--- config.mk ---
export PLATFORM = sky130hd
export DESIGN_NAME = trng_arbiter
export DESIGN_NICKNAME = d
export VERILOG_FILES = /design/src/rtl/trng_arbiter.sv
export SDC_FILE = /design/constraint.sdc
export NUM_CORES = 1
export LEC_CHECK = 0
export CORE_AREA = 2 2 99 101
export DETAILED_ROUTE_END_ITERATION = 8
export DIE_AREA = 0 0 101 103
export PLACE_DENSITY = 0.8
export RECOVER_POWER = 100
export SLEW_MARGIN = 10
export SYNTH_ARGS = -nofsm -noshare
export SYNTH_HDL_FRONTEND = slang
export SYNTH_SLANG_ARGS = --single-unit
--- constraint.sdc ---
create_clock -name clk -period 2.96 [get_ports clk]
set_clock_uncertainty 0.15 [all_clocks]
set_input_delay 0.444 -clock clk [delete_from_list [all_inputs] [get_ports clk]]
set_output_delay 0.444 -clock clk [all_outputs]
set_load 0.005 [all_outputs]
--- src/rtl/trng_arbiter.sv ---
// Round-robin arbiter that serves one requester at a time with a 64-bit sample
// read from a 32-bit TRNG core as two words, with a ready timeout.
module trng_arbiter #(
    parameter int NREQ    = 4,
    parameter int TIMEOUT = 1024
) (
    input  logic            clk,
    input  logic            rst_n,
    input  logic [NREQ-1:0] req,
    output logic [NREQ-1:0] ack,
    output logic [63:0]     rdata,
    output logic            err,
    output logic            trng_en,
    output logic            trng_rd_en,
    output logic            trng_addr,
    input  logic [31:0]     trng_out,
    input  logic            trng_rdy,
    output logic [2:0]      state_o
);

    localparam int          IW       = (NREQ > 1) ? $clog2(NREQ) : 1;
    localparam logic [15:0] TMO_LAST = 16'(TIMEOUT - 1);

    typedef enum logic [2:0] {
        IDLE     = 3'd0,
        WAIT_RDY = 3'd1,
        RD_LO    = 3'd2,
        RD_HI    = 3'd3,
        CAP      = 3'd4,
        DONE     = 3'd5
    } state_e;

    state_e          state_q;
    logic [IW-1:0]   ptr_q;
    logic [IW-1:0]   idx_q;
    logic [15:0]     timer_q;
    logic [31:0]     lo_q;
    logic [IW-1:0]   grant_d;
    logic [IW-1:0]   ptr_d;
    logic [NREQ-1:0] onehot_d;

    // First set request bit at or after ptr, wrapping; the descending loop lets
    // the smallest offset from ptr win.
    function automatic logic [IW-1:0] rr_pick(input logic [NREQ-1:0] r,
                                              input logic [IW-1:0]   p);
        logic [IW-1:0] pick;
        int unsigned   k;
        pick = p;
        for (int i = NREQ - 1; i >= 0; i--) begin
            k = (int'(p) + i) % NREQ;
            if (r[k]) pick = IW'(k);
        end
        return pick;
    endfunction

    assign grant_d  = rr_pick(req, ptr_q);
    assign ptr_d    = (idx_q == IW'(NREQ - 1)) ? '0 : idx_q + 1'b1;
    assign onehot_d = {{(NREQ-1){1'b0}}, 1'b1} << idx_q;
    assign state_o  = state_q;

    // Outputs are registered: each branch loads the values belonging to the
    // state being entered, so they line up with state_q in the next cycle.
    always_ff @(posedge clk or negedge rst_n) begin
        if (!rst_n) begin
            state_q    <= IDLE;
            ptr_q      <= '0;
            idx_q      <= '0;
            timer_q    <= '0;
            lo_q       <= '0;
            ack        <= '0;
            rdata      <= '0;
            err        <= 1'b0;
            trng_en    <= 1'b0;
            trng_rd_en <= 1'b0;
            trng_addr  <= 1'b0;
        end else begin
            ack        <= '0;
            rdata      <= '0;
            err        <= 1'b0;
            trng_en    <= 1'b0;
            trng_rd_en <= 1'b0;
            trng_addr  <= 1'b0;
            case (state_q)
                IDLE: begin
                    if (|req) begin
                        idx_q   <= grant_d;
                        timer_q <= '0;
                        trng_en <= 1'b1;
                        state_q <= WAIT_RDY;
                    end
                end
                WAIT_RDY: begin
                    timer_q <= timer_q + 16'd1;
                    if (trng_rdy) begin
                        trng_rd_en <= 1'b1;
                        state_q    <= RD_LO;
                    end else if (timer_q == TMO_LAST) begin
                        ack     <= onehot_d;
                        err     <= 1'b1;
                        state_q <= DONE;
                    end else begin
                        trng_en <= 1'b1;
                    end
                end
                RD_LO: begin
                    trng_rd_en <= 1'b1;
                    trng_addr  <= 1'b1;
                    state_q    <= RD_HI;
                end
                RD_HI: begin
                    // Low word requested in RD_LO is on trng_out this cycle.
                    lo_q    <= trng_out;
                    state_q <= CAP;
                end
                CAP: begin
                    ack     <= onehot_d;
                    rdata   <= {trng_out, lo_q};
                    state_q <= DONE;
                end
                DONE: begin
                    ptr_q   <= ptr_d;
                    state_q <= IDLE;
                end
                default: state_q <= IDLE;
            endcase
        end
    end

endmodule

==> results.json <==
{
  "antenna_found_initial": 0,
  "period_minus_slack_ns": 2.36,
  "setup_slack_ns": 0.599,
  "finalCritPeriodShare_pct": 79.8,
  "drive_gt1_share_pct": 14.1,
  "groute.usage.overall_pct": 19.1,
  "cts_buffers": 17,
  "reg2regPathDepth": 3,
  "ys_seq_area_share_pct": 66.1,
  "synthAdderAreaFrac_pct": 1.30,
  "io-pin-count": 114,
  "synth_cells": 362,
  "hold_viol_final": 0,
  "grt_start_max_net_pins": 59,
  "final_util_pct": 70.1,
  "nNetsFinal": 529,
  "final_area_mm2": 0.00663,
  "root_buffer": "clkbuf_8",
  "required_ns": 3.19,
  "drc": 0,
  "worstPathBufferInverterCount": 1,
  "rsz0062_at_grt": "false",
  "synth_simple_gate_area_share_pct": 16.6,
  "fill_cells": 622,
  "clk_latency_ns": 0.50,
  "hold_ws_ns": 0.315,
  "finalSetupViolCount": 0,
  "synth_top_family_by_area": "simple AND/OR/NAND/NOR gates",
  "path_cells": "nand3b_1, clkbuf_1, mux2_2",
  "area_growth_pct": 38.0,
  "htreeDepth": 4,
  "worst_setup_path_end_kind": "register",
  "synth.most_common_cell": "dfrtp_1",
  "start_kind": "register",
  "yosysWarningCount": 0,
  "drtIter0Drc": 146,
  "path_clk_slew_ns": 0.06,
  "synth-edff-count": 0,
  "cts_sinks": 127,
  "r2r_slack_ns": 0.60,
  "critPathMaxFanout": 20,
  "fin_cells": 611,
  "crit_type": "reg2reg",
  "postRouteWirelength_um": 9220,
  "drtAntennaViolNets": 0,
  "chipWidth_um": 101,
  "synthArstFlopShare_pct": 100,
  "vias": 3079,
  "grt_pass1_wl_um": 15000,
  "avgSynthCellArea_um2": 13.3,
  "r2r_start": "state_o[2]$_DFFE_PN0P_",
  "rr_endpoint": "lo_q[21]$_DFFE_PN0N_",
  "core_area_mm2": 0.00946,
  "p_leak_nw": 3.29,
  "tightest_slew_ns": 1.48,
  "avgRoutedWirePerCell_um": 15.1,
  "total_power_mw": 5.66,
  "first_pass_iters": 4,
  "drv_slew": 0,
  "synth.area.top_cells": "dfrtp_1 66%, and2_1 8.5%, mux2_2 8.2%",
  "tns_ns": 0,
  "placedInstanceArea_mm2": 0.00609,
  "cp_top_family": "buffers and inverters",
  "core.rowCount": 36,
  "clockBufferDepth": 2,
  "synth_cell_type_count": 38,
  "critical_path_arrival_ns": 2.59,
  "synthMuxAreaShare_pct": 10.1,
  "diodes": 0,
  "pre_cts_ws_ns": 0.520,
  "grt_overflow": 0,
  "cts_tree": "yes",
  "relSlewSlack_pct": 1.37,
  "yosys_register_bits": 127,
  "via_per_inst": 5.04,
  "slowest_stage": "clkbuf_1",
  "synth_top_flop_cell": "dfrtp_1",
  "hpwl_um": 6320,
  "synth_top_area_share_pct": 66.1,
  "cp_slowest_stage_delay_ns": 0.88,
  "dp.cells": 579,
  "multi_input_area_mm2": 0.00151,
  "register_area_mm2": 0.00318,
  "initial_core_util_pct": 50.8,
  "die_y_um": 103,
  "power.density_mw_per_mm2": 854,
  "min-delay-start": "lo_q[9]$_DFFE_PN0N_",
  "place.gp.congestion": 0.744,
  "min_path_cells": 1,
  "synth_area_leader_cell": "dfrtp_1",
  "min_to": "rdata[9]$_DFF_PN0_",
  "synth-compound-area-share_pct": 3.65,
  "outcome": "finished, final reports clean",
  "grt_pass1_vias": 2993,
  "drv_cap": 0,
  "die-area_mm2": 0.0104,
  "portBuffers": 113,
  "syn_nets": 406,
  "ys_top_cells_by_count": "127 x dfrtp_1, 65 x and2_1, 35 x mux2_2",
  "hp-class": "reg2reg",
  "netlist_area_mm2": 0.00480,
  "clock.fmax_mhz": 424,
  "synth_xor_area_share_pct": 0.182,
  "peakVddDrop_v": 0.000518
}
power by group:
group | internal, mW | switching, mW
registers | 2.16 | 0.252
logic | 0.709 | 0.560
clock network | 1.29 | 0.696
final cells by class:
| cell class | count | share of cell area [%] |
|---|---|---|
| clock buffers | 19 | 6.51 |
| clock inverters | 12 | 2.17 |
| inverters | 7 | 0.396 |
| multi-input cells | 211 | 22.8 |
| flip-flops and latches | 127 | 47.9 |
| well taps | 114 | 2.15 |
| repair buffers | 121 | 18.1 |
state kept, by name, indices dropped and copies added (netlist names):
name,flops
lo_q,32
idx_q,2
ptr_q,2
trng_en,1
trng_rd_en,1
rdata,64
ack,4
timer_q,16
state_o,3
trng_addr,1
err,1
cells by family (layout without fill, tap and decap cells):
group / count (synthesis) / after routing
simple gates: 133 / 133
flops: 127 / 127
mux: 44 / 44
compound gates: 28 / 28
buf+inv: 24 / 159
fa+ha+maj: 5 / 5
xor+xnor: 1 / 1
per-layer routing:
layer / wire, um / share of wire [%] / vias up / track usage, %
li1: - / - / 1470 / -
met4: 77 / 0.84 / 0 / 6.55
met3: 404 / 4.4 / 6 / 7.19
met2: 4700 / 51 / 88 / 32.2
met5: 0 / 0 / - / 0
met1: 4040 / 44 / 1515 / 22.8
cell usage in the layout, fill, tap and decap left out, types with 2 or more instances in the layout:
cell type,count
a21oi_1,9
a31oi_1,2
and2_0,20
and2_1,45
and3_1,6
buf_12,2
bufinv_16,3
clkbuf_1,4
clkbuf_16,16
clkbuf_2,2
clkbuf_8,2
clkdlybuf4s50_1,36
clkinv_2,6
clkinvlp_4,2
dfrtp_1,127
dlygate4sd3_1,77
ha_1,5
inv_1,7
mux2_2,35
mux2i_1,9
nand2_1,21
nand2b_1,2
nand3_1,7
nand3b_1,5
nand4_1,4
nor2_1,4
nor2b_1,5
nor3_1,3
nor3b_1,3
nor4_1,2
o211ai_1,2
o21ai_0,4
o22ai_1,3
o31ai_1,4
how the worst max path moves through the flow:
stage | from | endpoint | slack [ns] | depth (start not counted)
after floorplan | req[1] | idx_q[0]$_DFFE_PN0P_ | 1.22 | 3
after global placement | req[3] | idx_q[0]$_DFFE_PN0P_ | 0.56 | 4
after detailed placement | req[3] | idx_q[0]$_DFFE_PN0P_ | 0.52 | 4
after CTS | state_o[0]$_DFFE_PN0P_ | state_o[0] | 0.66 | 1
after global routing | state_o[2]$_DFFE_PN0P_ | lo_q[21]$_DFFE_PN0N_ | 0.45 | 3
final | state_o[2]$_DFFE_PN0P_ | lo_q[21]$_DFFE_PN0N_ | 0.60 | 3
what timing repair did:
| action | 4_1_cts | 5_1_grt |
|---|---|---|
| setup buffers | 0 | 0 |
| endpoints found under the hold margin | 56 | 0 |
| hold buffers | 1 | 0 |
| gates resized for setup | 0 | 0 |
No activity file was read; power rests on OpenSTA's default activity.
==> edit 1 (config.mk and constraints unchanged) <==
Set the parameter `NREQ` to 2 (it was 4).
--- a/src/rtl/trng_arbiter.sv
+++ b/src/rtl/trng_arbiter.sv
@@ -3,3 +3,3 @@
 module trng_arbiter #(
-    parameter int NREQ    = 4,
+    parameter int NREQ    = 2,
     parameter int TIMEOUT = 1024
Ports: changed (resized ack and req); port bits go from 114 to 110. The function was not compared with the original's and may differ.
==> edit 1 against the unedited design <==
- total power rose by 2.0%
- worst hold slack better by 22 ps
- sequential cell count down 4
- wire length grew 9.1%
- synthesized area down 5.9%
- maximum frequency down 15%
- cell area decreased by 5.0%
- worst setup slack got worse by 410 ps
- synthesized cell count is 5.0% lower
- critical path depth decreased by 1
- critical path type is now reg -> out
==> edit 1: results (changes against the unedited design) <==
metric;value;unit;change
status;completed;;
multi-input gate share of total cell area;0.211;;-0.0169
Seq. cell area;0.00308;mm2;-3.1%
post-DP HPWL;6.31;mm;-0.24%
dominant cells by area after synthesis;dfrtp_1 (68%), and3_1 (9.3%), mux2_2 (8.0%), o21ai_0 (2.0%), clkbuf_1 (1.8%);;
Post-Syn Area per Cell;13.1;um2;-0.99%
Vias/cell;5.47;;+8.6%
RD Place Congestion;0.882;;+19%
RR Endpoint;timer_q[15];;
Worst R2R Setup Slack;600;ps;about the same
vias in the first global route;3140;;+4.9%
Fillers;679;;+9.2%
clock sinks;123;;-3.1%
GRT Util Overall;0.207;;+0.0159
clock buffers;18;;-1
Compound-Gate Fraction of Synth Area;0.0495;;+0.0131
largest net degree at the start of global routing;58;;-1.7%
share of cells above drive strength 1;0.152;;+0.0109
critical-path maximum fanout;57;;+190%
Non-clock buffers;117;;-3.3%
met3 Resource Use GR;0.0644;;-0.00746
Worst Hold Launch;ptr_q;;
placed cells;549;;-5.2%
Worst Setup EP;state_o[2];;
post-synth net total;382;;-5.9%
Slew HR;0.0321;;+0.0185
nets@finish;493;;-6.8%
Initial DRC Count;112;;-23%
Post-Synth Adder-Cell Area;0.00277;;-0.0103
Port Buffers;109;;-3.5%
clk cell area share;0.0953;;+0.00850
detailed-route via count;3184;;+3.4%
R2R depth;4;;+1
Synth Area in XOR/XNOR;0.00194;;+0.000115
YS warnings;0;;unchanged
Min-Delay Endpoint;ptr_q;;
Inverters excl. clock;2;;-5
first-pass GRT wire length;16.1;mm;+7.5%
post-synthesis sequential area ratio;0.681;;+0.0194
comb_multi_in;194;;-8.1%
hold depth;2;;+1
final worst slack;190;ps;-410 ps
clock latency at the later pin of the worst-skew pair;520;ps;+20 ps
met2 usage;0.332;;+0.00974
internal power;4.08;mW;-1.7%
placed cell areas;0.00573;mm2;-5.8%
P_leak;3.30;nW;+0.46%
Yosys cell types;35;;-7.9%
Routed WL;10.1;mm;+9.1%
Place WS;632;ps;+112 ps
top cells by count, synth;dfrtp_1 (123), and3_1 (67), mux2_2 (32), clkbuf_1 (22), o21ai_0 (18);;
grt met1 use;0.265;;+0.0369
==> edit 1: cell families after synthesis <==
| group | after synthesis |
|---|---|
| AOI/OAI and AO/OA | 38 |
| buffers and inverters | 27 |
| and+or+nand+nor | 120 |
| xor gates and xnor gates | 1 |
| DFF | 123 |
| muxes | 34 |
| adders and majority gates | 1 |
==> edit 1: power groups by stage <==
stage / combinational [mW] / clock [mW] / sequential [mW]
floorplan: 0.787 / 0 / 2.30
global placement: 1.38 / 0 / 2.35
detailed placement: 1.40 / 0 / 2.37
CTS: 1.43 / 2.12 / 2.37
global route: 1.46 / 2.21 / 2.41
finish: 1.32 / 2.09 / 2.36
==> edit 1: metal layers <==
metal  vias up  part of all wire  wire, um
met2       103              0.52      5240
met3        22             0.054       546
met1      1617              0.40      4030
met5         -                 0         0
li1       1442                 -         -
met4         0             0.024       246
==> edit 1: critical path, cell delays in order, from the launching register on <==
cell	delay, ps
dfrtp_2	540
buf_4	450
dlygate4sd3_1	640
==> edit 2 (same flow settings) <==
Made on the original files. Make the reset (`rst_n`) synchronous in one clocked block.
--- a/src/rtl/trng_arbiter.sv
+++ b/src/rtl/trng_arbiter.sv
@@ -62,3 +62,3 @@
     // state being entered, so they line up with state_q in the next cycle.
-    always_ff @(posedge clk or negedge rst_n) begin
+    always_ff @(posedge clk) begin
         if (!rst_n) begin
Function: differs if rst_n is asserted again (counterexample within 4 cycles, from zero or initial values and one cycle with rst_n low); with rst_n held inactive, the same outputs for 4 cycles.
==> edit 2 against the unedited design <==
- sequential cell count unchanged
- first-iteration DRC count down 8.9%
- die area unchanged
- via count up 14%
- synthesized cell count up 26%
- worst hold slack worse by 20 ps
- worst setup slack better by 100 ps
- synthesized area down 10%
- non-clock buffer count down 2
- wire length up 4.9%
- critical path depth down 2
- cell area down 7.9%
- critical endpoint is now state_o[1]
- largest cell class unchanged
- highest routed layer unchanged
Power is not compared: it rests on default switching activity, and its combinational part moved more than twofold at a synthesized area within 25%.
==> edit 2: results (changes against the unedited design) <==
metric;value;unit;change
status;completed;;
met2 usage;0.335;;+0.0133
Worst Setup EP;state_o[1];;
R2R depth;5;;+2
Worst-path clk slew;60;ps;about the same
post-route met1 wirelength;4.04;mm;about the same
Slew HR;0.361;;+0.347
slowest CP cell;dlygate4sd3_1;;
RR Endpoint;timer_q[15];;
routed length on met2;4.96;mm;+5.6%
mux share of post-synthesis cell area;0;;-0.101
placed cell areas;0.00551;mm2;-9.4%
critical-path maximum fanout;10;;-50%
share of flip-flops with an asynchronous set or reset;0;;-1.00
met3 Resource Use GR;0.0692;;-0.00271
f_max;443;MHz;+4.6%
Place WS;427;ps;-92.7 ps
Post-Syn Area per Cell;9.41;um2;-29%
CP delay by family, top;buffers and inverters;;
GRT Util Overall;0.186;;-0.00556
nets@finish;614;;+16%
grt met1 use;0.200;;-0.0286
post-synthesis sequential area ratio;0.591;;-0.0704
post-DP HPWL;6.52;mm;+3.1%
Compound-Gate Fraction of Synth Area;0.111;;+0.0749
Core Util, Final;0.646;;-0.0553
Worst path max stage delay;640;ps;-240 ps
Routed WL;9.67;mm;+4.9%
share of cells above drive strength 1;0.0635;;-0.0774
top cells by count, synth;dfxtp_1 (127), nand2_1 (85), and2_1 (64), a21oi_1 (46), clkbuf_1 (22);;
sequential power share;0.434;;
vias in the first global route;3327;;+11%
met3 wire length;534;um;+32%
Fillers;734;;+18%
Vias/cell;5.05;;+0.13%
Yosys cell types;40;;+5.3%
Synth Area in XOR/XNOR;0;;-0.00182
RD Place Congestion;0.850;;+14%
dominant cells by area after synthesis;dfxtp_1 (59%), and2_1 (9.3%), nand2_1 (7.4%), a21oi_1 (5.4%), clkbuf_1 (1.9%);;
Critical Path AT;1660;ps;-930 ps
worst min path class;reg -> reg;;
mean routed wirelength per cell;13.9;um;-8.0%
Post-Synth Adder-Cell Area;0.0145;;+0.00152
placed cells;664;;+15%
post-synth net total;501;;+23%
ANT nets after route;0;;unchanged
crit path from;state_o[1];;
Initial DRC Count;133;;-8.9%
largest net degree at the start of global routing;66;;+12%
reg2reg start;state_o[0];;
[edit 2: worst min path at each step]
stage / startpoint / endpoint / slack [ps] / cells past startpoint
3_3_place_gp: lo_q[7] / rdata[7] / 280 / 1
3_5_place_dp: lo_q[29] / rdata[29] / 290 / 1
4_1_cts: lo_q[18] / rdata[18] / 300 / 1
5_1_grt: lo_q[27] / lo_q[27] / 320 / 2
2_1_floorplan: timer_q[6] / timer_q[6] / 270 / 1
6_report: lo_q[18] / rdata[18] / 290 / 1
[edit 2: cell type report]
class / instances / share of cell area
flip-flops and latches: 127 / 0.416
multi-input cells: 298 / 0.265
well taps: 114 / 0.0233
clock inverters: 14 / 0.0297
clock buffers: 18 / 0.0684
repair buffers: 119 / 0.193
inverters: 7 / 0.00430
